<file path="config.mk">
export PLATFORM = sky130hd
export DESIGN_NAME = dc_flow_ctrl_flat
export DESIGN_NICKNAME = d
export VERILOG_FILES = /design/src/rtl/dc_flow_ctrl_if.sv /design/src/rtl/dc_flow_ctrl.sv /design/src/flat_wrapper.sv
export SDC_FILE = /design/constraint.sdc
export NUM_CORES = 1
export LEC_CHECK = 0
export CAP_MARGIN = 0
export CORE_ASPECT_RATIO = 1.5
export CORE_MARGIN = 4
export CORE_UTILIZATION = 35
export DETAILED_ROUTE_END_ITERATION = 12
export PLACE_DENSITY = 0.63
export SETUP_SLACK_MARGIN = 0.02
export SLEW_MARGIN = 10
export SYNTH_ARGS = -nofsm -noshare
export SYNTH_HDL_FRONTEND = slang
export SYNTH_SLANG_ARGS = --single-unit
</file>
<file path="constraint.sdc">
create_clock -name clk -period 16.3 [get_ports clk]
set_clock_uncertainty 0.05 [all_clocks]
set_input_delay 4.89 -clock clk [delete_from_list [all_inputs] [get_ports clk]]
set_output_delay 4.89 -clock clk [all_outputs]
set_load 0.05 [all_outputs]
</file>
<file path="src/rtl/dc_flow_ctrl_if.sv">
// Decode-stage flow-control bundle: fetch window, decoder feedback and backend redirects
// on one side, decode gating and rip/status on the other.
interface dc_flow_ctrl_if #(
  parameter int STALL_CNT_W = 32
);
  logic                   fetch_valid;
  logic [7:0]             dc_bytes_decoded;
  logic [1:0]             dc_ctl_class;
  logic                   redirect_valid;
  logic [63:0]            redirect_rip;
  logic                   serialize_done;
  logic                   can_decode;
  logic [63:0]            rip;
  logic                   dc_resume;
  logic                   flush;
  logic                   misalign_err;
  logic [STALL_CNT_W-1:0] stall_cycles;

  modport master (
    output fetch_valid, dc_bytes_decoded, dc_ctl_class,
    output redirect_valid, redirect_rip, serialize_done,
    input  can_decode, rip, dc_resume, flush, misalign_err, stall_cycles
  );

  modport slave (
    input  fetch_valid, dc_bytes_decoded, dc_ctl_class,
    input  redirect_valid, redirect_rip, serialize_done,
    output can_decode, rip, dc_resume, flush, misalign_err, stall_cycles
  );
endinterface

</file>
<file path="src/rtl/dc_flow_ctrl.sv">
// SPARC decode-stage sequencer: owns rip, gates can_decode, tracks delay slots,
// serialising ops and backend redirects, and counts stalled cycles.
module dc_flow_ctrl #(
  parameter logic [63:0] RESET_RIP   = 64'h0,
  parameter int          STALL_CNT_W = 32
) (
  input  logic          clk,
  input  logic          reset,
  dc_flow_ctrl_if.slave fc
);

  typedef enum logic [2:0] {
    ST_RUN    = 3'd0,
    ST_DSLOT  = 3'd1,
    ST_WAITR  = 3'd2,
    ST_SERIAL = 3'd3,
    ST_HALT   = 3'd4
  } state_t;

  state_t                 state, state_nxt;
  logic [63:0]            rip, rip_nxt;
  logic [63:0]            pend_rip, pend_rip_nxt;
  logic                   pend_v, pend_v_nxt;
  logic                   flush, flush_nxt;
  logic                   resume, resume_nxt;
  logic                   err, err_nxt;
  logic [STALL_CNT_W-1:0] stall_cnt;
  logic                   can_dec;
  logic                   dec_ev;
  logic                   redir_ok;
  logic                   redir_bad;

  function automatic logic [STALL_CNT_W-1:0] sat_inc(input logic [STALL_CNT_W-1:0] v);
    return (&v) ? v : v + 1'b1;
  endfunction

  assign can_dec   = fc.fetch_valid & ((state == ST_RUN) | (state == ST_DSLOT)) & ~err & ~reset;
  assign dec_ev    = can_dec & (fc.dc_bytes_decoded != 8'd0);
  assign redir_ok  = fc.redirect_valid & (fc.redirect_rip[1:0] == 2'b00);
  assign redir_bad = fc.redirect_valid & (fc.redirect_rip[1:0] != 2'b00);

  always_comb begin
    state_nxt    = state;
    rip_nxt      = rip;
    pend_rip_nxt = pend_rip;
    pend_v_nxt   = pend_v;
    flush_nxt    = 1'b0;
    resume_nxt   = 1'b0;
    err_nxt      = err;
    if (redir_bad) begin
      // A misaligned target poisons the stream: no flush, rip frozen until reset.
      err_nxt    = 1'b1;
      state_nxt  = ST_HALT;
      pend_v_nxt = 1'b0;
    end else begin
      case (state)
        ST_RUN: begin
          if (redir_ok) begin
            rip_nxt   = fc.redirect_rip;
            flush_nxt = 1'b1;
          end else if (dec_ev) begin
            rip_nxt = rip + {56'h0, fc.dc_bytes_decoded};
            case (fc.dc_ctl_class)
              2'd0:    state_nxt = ST_RUN;
              2'd1:    state_nxt = ST_DSLOT;
              default: state_nxt = ST_SERIAL;
            endcase
          end
        end
        ST_DSLOT: begin
          if (redir_ok) begin
            pend_rip_nxt = fc.redirect_rip;
            pend_v_nxt   = 1'b1;
          end
          if (dec_ev) begin
            rip_nxt   = rip + {56'h0, fc.dc_bytes_decoded};
            state_nxt = ST_WAITR;
          end
        end
        ST_WAITR: begin
          // A live redirect is newer than anything parked during the delay slot.
          if (redir_ok || pend_v) begin
            rip_nxt    = redir_ok ? fc.redirect_rip : pend_rip;
            flush_nxt  = 1'b1;
            pend_v_nxt = 1'b0;
            state_nxt  = ST_RUN;
          end
        end
        ST_SERIAL: begin
          if (fc.serialize_done) begin
            resume_nxt = 1'b1;
            pend_v_nxt = 1'b0;
            state_nxt  = ST_RUN;
            if (redir_ok || pend_v) begin
              rip_nxt   = redir_ok ? fc.redirect_rip : pend_rip;
              flush_nxt = 1'b1;
            end
          end else if (redir_ok) begin
            pend_rip_nxt = fc.redirect_rip;
            pend_v_nxt   = 1'b1;
          end
        end
        default: ;
      endcase
    end
  end

  always_ff @(posedge clk or posedge reset) begin
    if (reset) begin
      state     <= ST_RUN;
      rip       <= RESET_RIP;
      pend_v    <= 1'b0;
      flush     <= 1'b0;
      resume    <= 1'b0;
      err       <= 1'b0;
      stall_cnt <= '0;
    end else begin
      state  <= state_nxt;
      rip    <= rip_nxt;
      pend_v <= pend_v_nxt;
      flush  <= flush_nxt;
      resume <= resume_nxt;
      err    <= err_nxt;
      if (!can_dec) stall_cnt <= sat_inc(stall_cnt);
    end
  end

  // Parked redirect target is qualified by pend_v, so it carries no reset.
  always_ff @(posedge clk) begin
    pend_rip <= pend_rip_nxt;
  end

  assign fc.can_decode   = can_dec;
  assign fc.rip          = rip;
  assign fc.dc_resume    = resume;
  assign fc.flush        = flush;
  assign fc.misalign_err = err;
  assign fc.stall_cycles = stall_cnt;

endmodule

</file>
<file path="src/flat_wrapper.sv">
// flat-port wrapper written by rule: the top's interface ports become plain ports
module dc_flow_ctrl_flat 
#(
  parameter logic [63:0] RESET_RIP   = 64'h0,
  parameter int          STALL_CNT_W = 32
)
  (clk, reset, fc_fetch_valid, fc_dc_bytes_decoded, fc_dc_ctl_class, fc_redirect_valid, fc_redirect_rip, fc_serialize_done, fc_can_decode, fc_rip, fc_dc_resume, fc_flush, fc_misalign_err, fc_stall_cycles);
  dc_flow_ctrl_if #(.STALL_CNT_W(STALL_CNT_W)) fc_i ();
  input  logic clk;
  input  logic reset;
  input wire logic [$bits(fc_i.fetch_valid)-1:0] fc_fetch_valid;
  input wire logic [$bits(fc_i.dc_bytes_decoded)-1:0] fc_dc_bytes_decoded;
  input wire logic [$bits(fc_i.dc_ctl_class)-1:0] fc_dc_ctl_class;
  input wire logic [$bits(fc_i.redirect_valid)-1:0] fc_redirect_valid;
  input wire logic [$bits(fc_i.redirect_rip)-1:0] fc_redirect_rip;
  input wire logic [$bits(fc_i.serialize_done)-1:0] fc_serialize_done;
  output wire logic [$bits(fc_i.can_decode)-1:0] fc_can_decode;
  output wire logic [$bits(fc_i.rip)-1:0] fc_rip;
  output wire logic [$bits(fc_i.dc_resume)-1:0] fc_dc_resume;
  output wire logic [$bits(fc_i.flush)-1:0] fc_flush;
  output wire logic [$bits(fc_i.misalign_err)-1:0] fc_misalign_err;
  output wire logic [$bits(fc_i.stall_cycles)-1:0] fc_stall_cycles;
  assign fc_i.fetch_valid = fc_fetch_valid;
  assign fc_i.dc_bytes_decoded = fc_dc_bytes_decoded;
  assign fc_i.dc_ctl_class = fc_dc_ctl_class;
  assign fc_i.redirect_valid = fc_redirect_valid;
  assign fc_i.redirect_rip = fc_redirect_rip;
  assign fc_i.serialize_done = fc_serialize_done;
  assign fc_can_decode = fc_i.can_decode;
  assign fc_rip = fc_i.rip;
  assign fc_dc_resume = fc_i.dc_resume;
  assign fc_flush = fc_i.flush;
  assign fc_misalign_err = fc_i.misalign_err;
  assign fc_stall_cycles = fc_i.stall_cycles;
  dc_flow_ctrl #(.RESET_RIP(RESET_RIP), .STALL_CNT_W(STALL_CNT_W)) u_core (.clk(clk), .reset(reset), .fc(fc_i));
endmodule
</file>
After elaboration in Yosys (flattened, before gate mapping) --
Index checks and enable logic that the tools add are counted.
Cells by class: $add $sub $neg 2, $mul 0, div/mod/pow operators 0, magnitude comparators 0, equal/unequal tests 11, shifts and indexed selects 0, muxes and demuxes 29, bitwise operators 12, reductions and logical operators 16
Operators by type and width (count):
- 2-to-1 mux 64 bit | 6
- one-hot mux 64 bit (4 select lines) | 1
- one-hot mux 64 bit (2 select lines) | 1
- adder 64 x 8 -> 64 bit | 1
- adder 32 x 1 -> 32 bit (second input constant) | 1
- AND reduction 32 bit | 1
- 2-to-1 mux 3 bit | 6
- one-hot mux 3 bit (4 select lines) | 1
- 2-to-1 mux 1 bit | 11
- inequality test 3 x 1 -> 1 bit (second input constant) | 3
- nonzero test 4 bit | 2
- nonzero test 8 bit | 1
- bitwise AND 1 bit | 6
- == test 3 x 2 -> 1 bit (second input constant) | 2
- one-hot mux 1 bit (3 select lines) | 2
- AND reduction 3 bit | 2
- AND reduction 6 bit | 1
- NOT 1 bit | 5
- nonzero test 5 bit | 1
- zero test 2 bit | 2
- inequality test 2 bit (second input constant) | 2
- one-hot mux 2 bit (2 select lines) | 1
- AND reduction 2 bit | 2
- nonzero test 2 bit | 2
- other kinds (7) | 7
Storage, ports and cells: flip-flop bits (word level) 167, latch bits 0, bits in writable memories 0, bits in read-only memories 0, input bits 79, output and inout port bits 100, logic and storage cells 78, memories 0

Logic depth before layout (Yosys ltp) --
word-level depth 10, gate-level depth with buffers 11, depth with buffers taken out 9

Least setup slack after synthesis --
OpenSTA, ideal clock, no wires.
path kind input-to-reg, start in fc_redirect_rip[1], end reg u_core.pend_rip[0] (enable), library setup time 582 ps, data arrival time 9910 ps, data required time 15668 ps, setup slack 5758 ps, cell stages on the path 2, buffers on the path 0, path through o21a_1 a211oi_1
Between the ends: word-level cells in the longest chain between the ends 4
Ends and longest elaborated chain:
- start: declaration | line flat_wrapper.sv:15 | input wire logic [$bits(fc_i.redirect_rip)-1:0] fc_redirect_rip;
- nonzero test 2 bit | line dc_flow_ctrl.sv:40 | assign redir_bad = fc.redirect_valid & (fc.redirect_rip[1:0] != 2'b00);
- bitwise AND 1 bit | line dc_flow_ctrl.sv:40
- NOT 1 bit (no source line)
- AND reduction 3 bit (no source line)
- end signal: assignment | line dc_flow_ctrl.sv:130 | pend_rip <= pend_rip_nxt;
- end: declaration | line dc_flow_ctrl.sv:22 | logic [63:0] pend_rip, pend_rip_nxt;
No other way between the ends. A chain may end at the register's enable or synchronous reset.

Worst setup path in the final report --
start in reset, end out fc_can_decode
Between the ends: word-level cells in the longest chain between the ends 2
Ends and longest elaborated chain:
- start: declaration | line flat_wrapper.sv:10 | input logic reset;
- NOT 1 bit | line dc_flow_ctrl.sv:37 | assign can_dec = fc.fetch_valid & ((state == ST_RUN) | (state == ST_DSLOT)) & ~err & ~reset;
- bitwise AND 1 bit | line dc_flow_ctrl.sv:37
- end: declaration | line flat_wrapper.sv:17 | output wire logic [$bits(fc_i.can_decode)-1:0] fc_can_decode;
No other way between the ends.

==> impl_results.md <==
- Status: complete, no violations
- Worst vdd ir: 0.09716 mV
- Worst-path clk slew: 0.07 ns
- Cell variety after synth: 69
- DRC: 0
- Post-CTS Resized: 0
- Final TNS setup: 0 ns
- First-pass GRT wire length: roughly 49000 um
- Drt wl/cell: 19.73 um
- Post-Synth XOR/XNOR Area: 3.403%
- Vias post-DR: between 9000 and 10000
- # setup viols final: 0
- Period utilisation layout: 72.15%
- Most frequent cells in the layout: nand2_1, clkdlybuf4s50_1, dfrtp_1
- Final wirelength: around 31000 um
- Synth Area in Adders: under 10%
- Number of global-route vias before repair: 8699
- TritonCTS Sinks: 167
- Layout cell share with drive strength beyond 1: about 5.7%
- CP most frequent cell: clkdlybuf4s50_1
- HPWL after DPL: between 20000 and 25000 um
- Crit path time final: approximately 12 ns
- Number of stages on the worst setup path: 5
- Seq/Total Area, Yosys: a little under half
- Final GP Congestion: 0.8798
- Post-synth top area share: between 20% and 30%
- GRT met3 Usage: approximately 4.1%
- CP max-delay cell: clkdlybuf4s50_1
- Maxcap violations: 0
- Setup Crit Path Kind: input port to primary output
- Syn Inst Count: 1076
- Commonest non-fill, non-tap cell in the layout: nand2_1
- Mux cell area share after synthesis: 0.5780%
- Top_reg_cell synth: dfrtp_1
- Cell Area, Synth: 0.009524 mm^2
- Remaining Overflow, GRT: 0
- Via-to-Cell Ratio: between 5 and 6
- Nets: 1309
- Final Core Density: 45.91%
- Final ANT Viol Nets: 0
- Worst Setup End Kind: primary output
- Top delay family on crit path: buffers and inverters
- Placeable Area: about 0.027 mm^2
- Mean cell area of the mapped netlist: ~8.9 um^2
- CP Launch Type: input port
- Clock latency on the worst-skew pair: 0.44 ns
- Total iterations of the first detailed-routing run: 5
- Fin. Hold Viols: 0
- P&R area growth vs syn: 28.56%
- Initial Utilization: between 30% and 40%
- GRT Max-Usage Layer: met2
- Syn_nets: between 1000 and 1500
- GRT Util Overall: between 20 and 25%
- Pwr dens: around 88 mW/mm^2
- Fillers: 2616
- Worst slew margin: 33.03%
- Area leader, netlist: dfrtp_1
- Complex-gate fraction of the synthesized area: 18.34%
- Simple-Gate Fraction of Synth Area: ~25%
- Hold Crit Depth: 1
- #FFs+latches synth: 167
- Slew @ Worst Pin: around 1 ns
- Clk buf depth: 2
- R2r worst-path depth: 9
- H-tree levels: 4
- Row count: 73
- Hold Buf Count CTS: 0
- Max incr delay on CP: 0.84 ns
- CP Max Fanout: 7
- Worst slack, placed: 4.556 ns
- Antenna violations before repair: 0
- Largest net degree at the start of global routing: a little over 90
- CP required: 11.36 ns
- Starting DRC count in detailed routing: 603
- Async S/R FF share, synth: 61.68%
- Met1 GRT Util: 26.58%
- Leak Pwr: 4.570 nW
- N_diodes: 0
- GR Util met2: 33.19%
- CTS tree: done
- Post-route setup slack: 4.539 ns
- Num ports: 179
- Setup bufs post-CTS: 0
- Area contributors post-synth: dfrtp_1, edfxtp_1, nand2_1, nand3_1, nor2_1
- CP Cell Sequence: clkdlybuf4s50_1 -> nor2_1 -> nand3_1 -> clkinv_1 -> clkdlybuf4s50_1
- IO buf count: 178
- CTS root buf: clkbuf_16
- Ys Warns: 0
- Vert. Die Dim: between 200 and 250 um
- WP buf/inv: 3
- Fmax: 85.03 MHz
- Die width: 142.7 um
- Num CTS Buffers: 17
- Data arrival, critical path: about 7 ns
- Die ar.: 0.02997 mm^2
- Largest family of logic cells by synthesized area: simple AND/OR/NAND/NOR gates
- RSZ-0062 raised after global routing: no
- Post-synth EDFFs: 64
- Slew Viols, Final: 0
- Worst min path class: flop to flop
- Total power: 1.083 mW
## where the power goes
part	switching, mW	total (mW)	leakage (nW)	internal [mW]
registers	0.0278	0.480	1.73	0.452
logic	0.116	0.188	2.54	0.0721
clock network	0.182	0.415	0.300	0.233
total	0.326	1.08	4.57	0.757
## cell usage after synthesis, types with 21 or more instances
| master | n |
|---|---|
| nand4_1 | 40 |
| xnor2_1 | 24 |
| a22oi_1 | 33 |
| nor2_1 | 73 |
| clkbuf_1 | 48 |
| nand3_1 | 65 |
| o211ai_1 | 21 |
| edfxtp_1 | 64 |
| dfrtp_1 | 103 |
| a21oi_1 | 40 |
| inv_1 | 22 |
| o21ai_0 | 42 |
| nand2_1 | 239 |
## cell families (layout without fill, tap and decap cells)
group           after synthesis  in the layout
simple gates                521            521
compound gates              247            247
buf+inv                      89            246
xor+xnor                     37             37
flops                       167            167
fa+ha+maj                    10             10
mux                           5              5
## per-layer routing
| metal | share of wire [%] | vias up |
|---|---|---|
| met5 | 0 | - |
| met1 | 41 | 4329 |
| li1 | - | 4258 |
| met3 | 6.4 | 65 |
| met2 | 48 | 353 |
| met4 | 4.3 | 0 |
## through the flow
| step | hold WS (ns) | instances | area (um^2) |
|---|---|---|---|
| floorplan | 0.4556 | 1076 | 9524 |
| global placement | 0.4366 | 1538 | 11640 |
| detailed placement | 0.4271 | 1538 | 11640 |
| CTS | 0.4406 | 1570 | 12240 |
| global route | 0.4747 | 1570 | 12240 |
| finish | 0.4392 | 1570 | 12240 |
## cell type report
| cell class | count | area, um^2 | area share (%) |
|---|---|---|---|
| clock buffer | 22 | 528.0 | 4.312 |
| clock inverter | 10 | 76.32 | 0.6233 |
| inverter | 23 | 88.84 | 0.7255 |
| multi-input combinational | 820 | 4751 | 38.80 |
| sequential | 167 | 4499 | 36.75 |
| tap | 337 | 421.7 | 3.444 |
| timing repair buffer | 191 | 1879 | 15.35 |
## sequential cells by signal, summed over array words and instances, names as in the netlist
register	flops
u_core.fc.dc_resume	1
u_core.fc.flush	1
u_core.fc.misalign_err	1
u_core.fc.rip	64
u_core.fc.stall_cycles	32
u_core.pend_rip	64
u_core.pend_v	1
u_core.state	3
## worst paths after layout
check,from,to,slack [ns]
min in group asynchronous,reset,u_core.fc.stall_cycles[30],4.89
worst max-delay path,reset,fc_can_decode,4.54
worst max register to register,u_core.fc.rip[0],u_core.fc.rip[40],12.68
max in group asynchronous,reset,u_core.fc.rip[14],10.10
worst min register to register,u_core.fc.stall_cycles[5],u_core.fc.stall_cycles[5],0.44
worst min-delay path,u_core.fc.stall_cycles[5],u_core.fc.stall_cycles[5],0.44
Power figures use the tool's default switching activity.
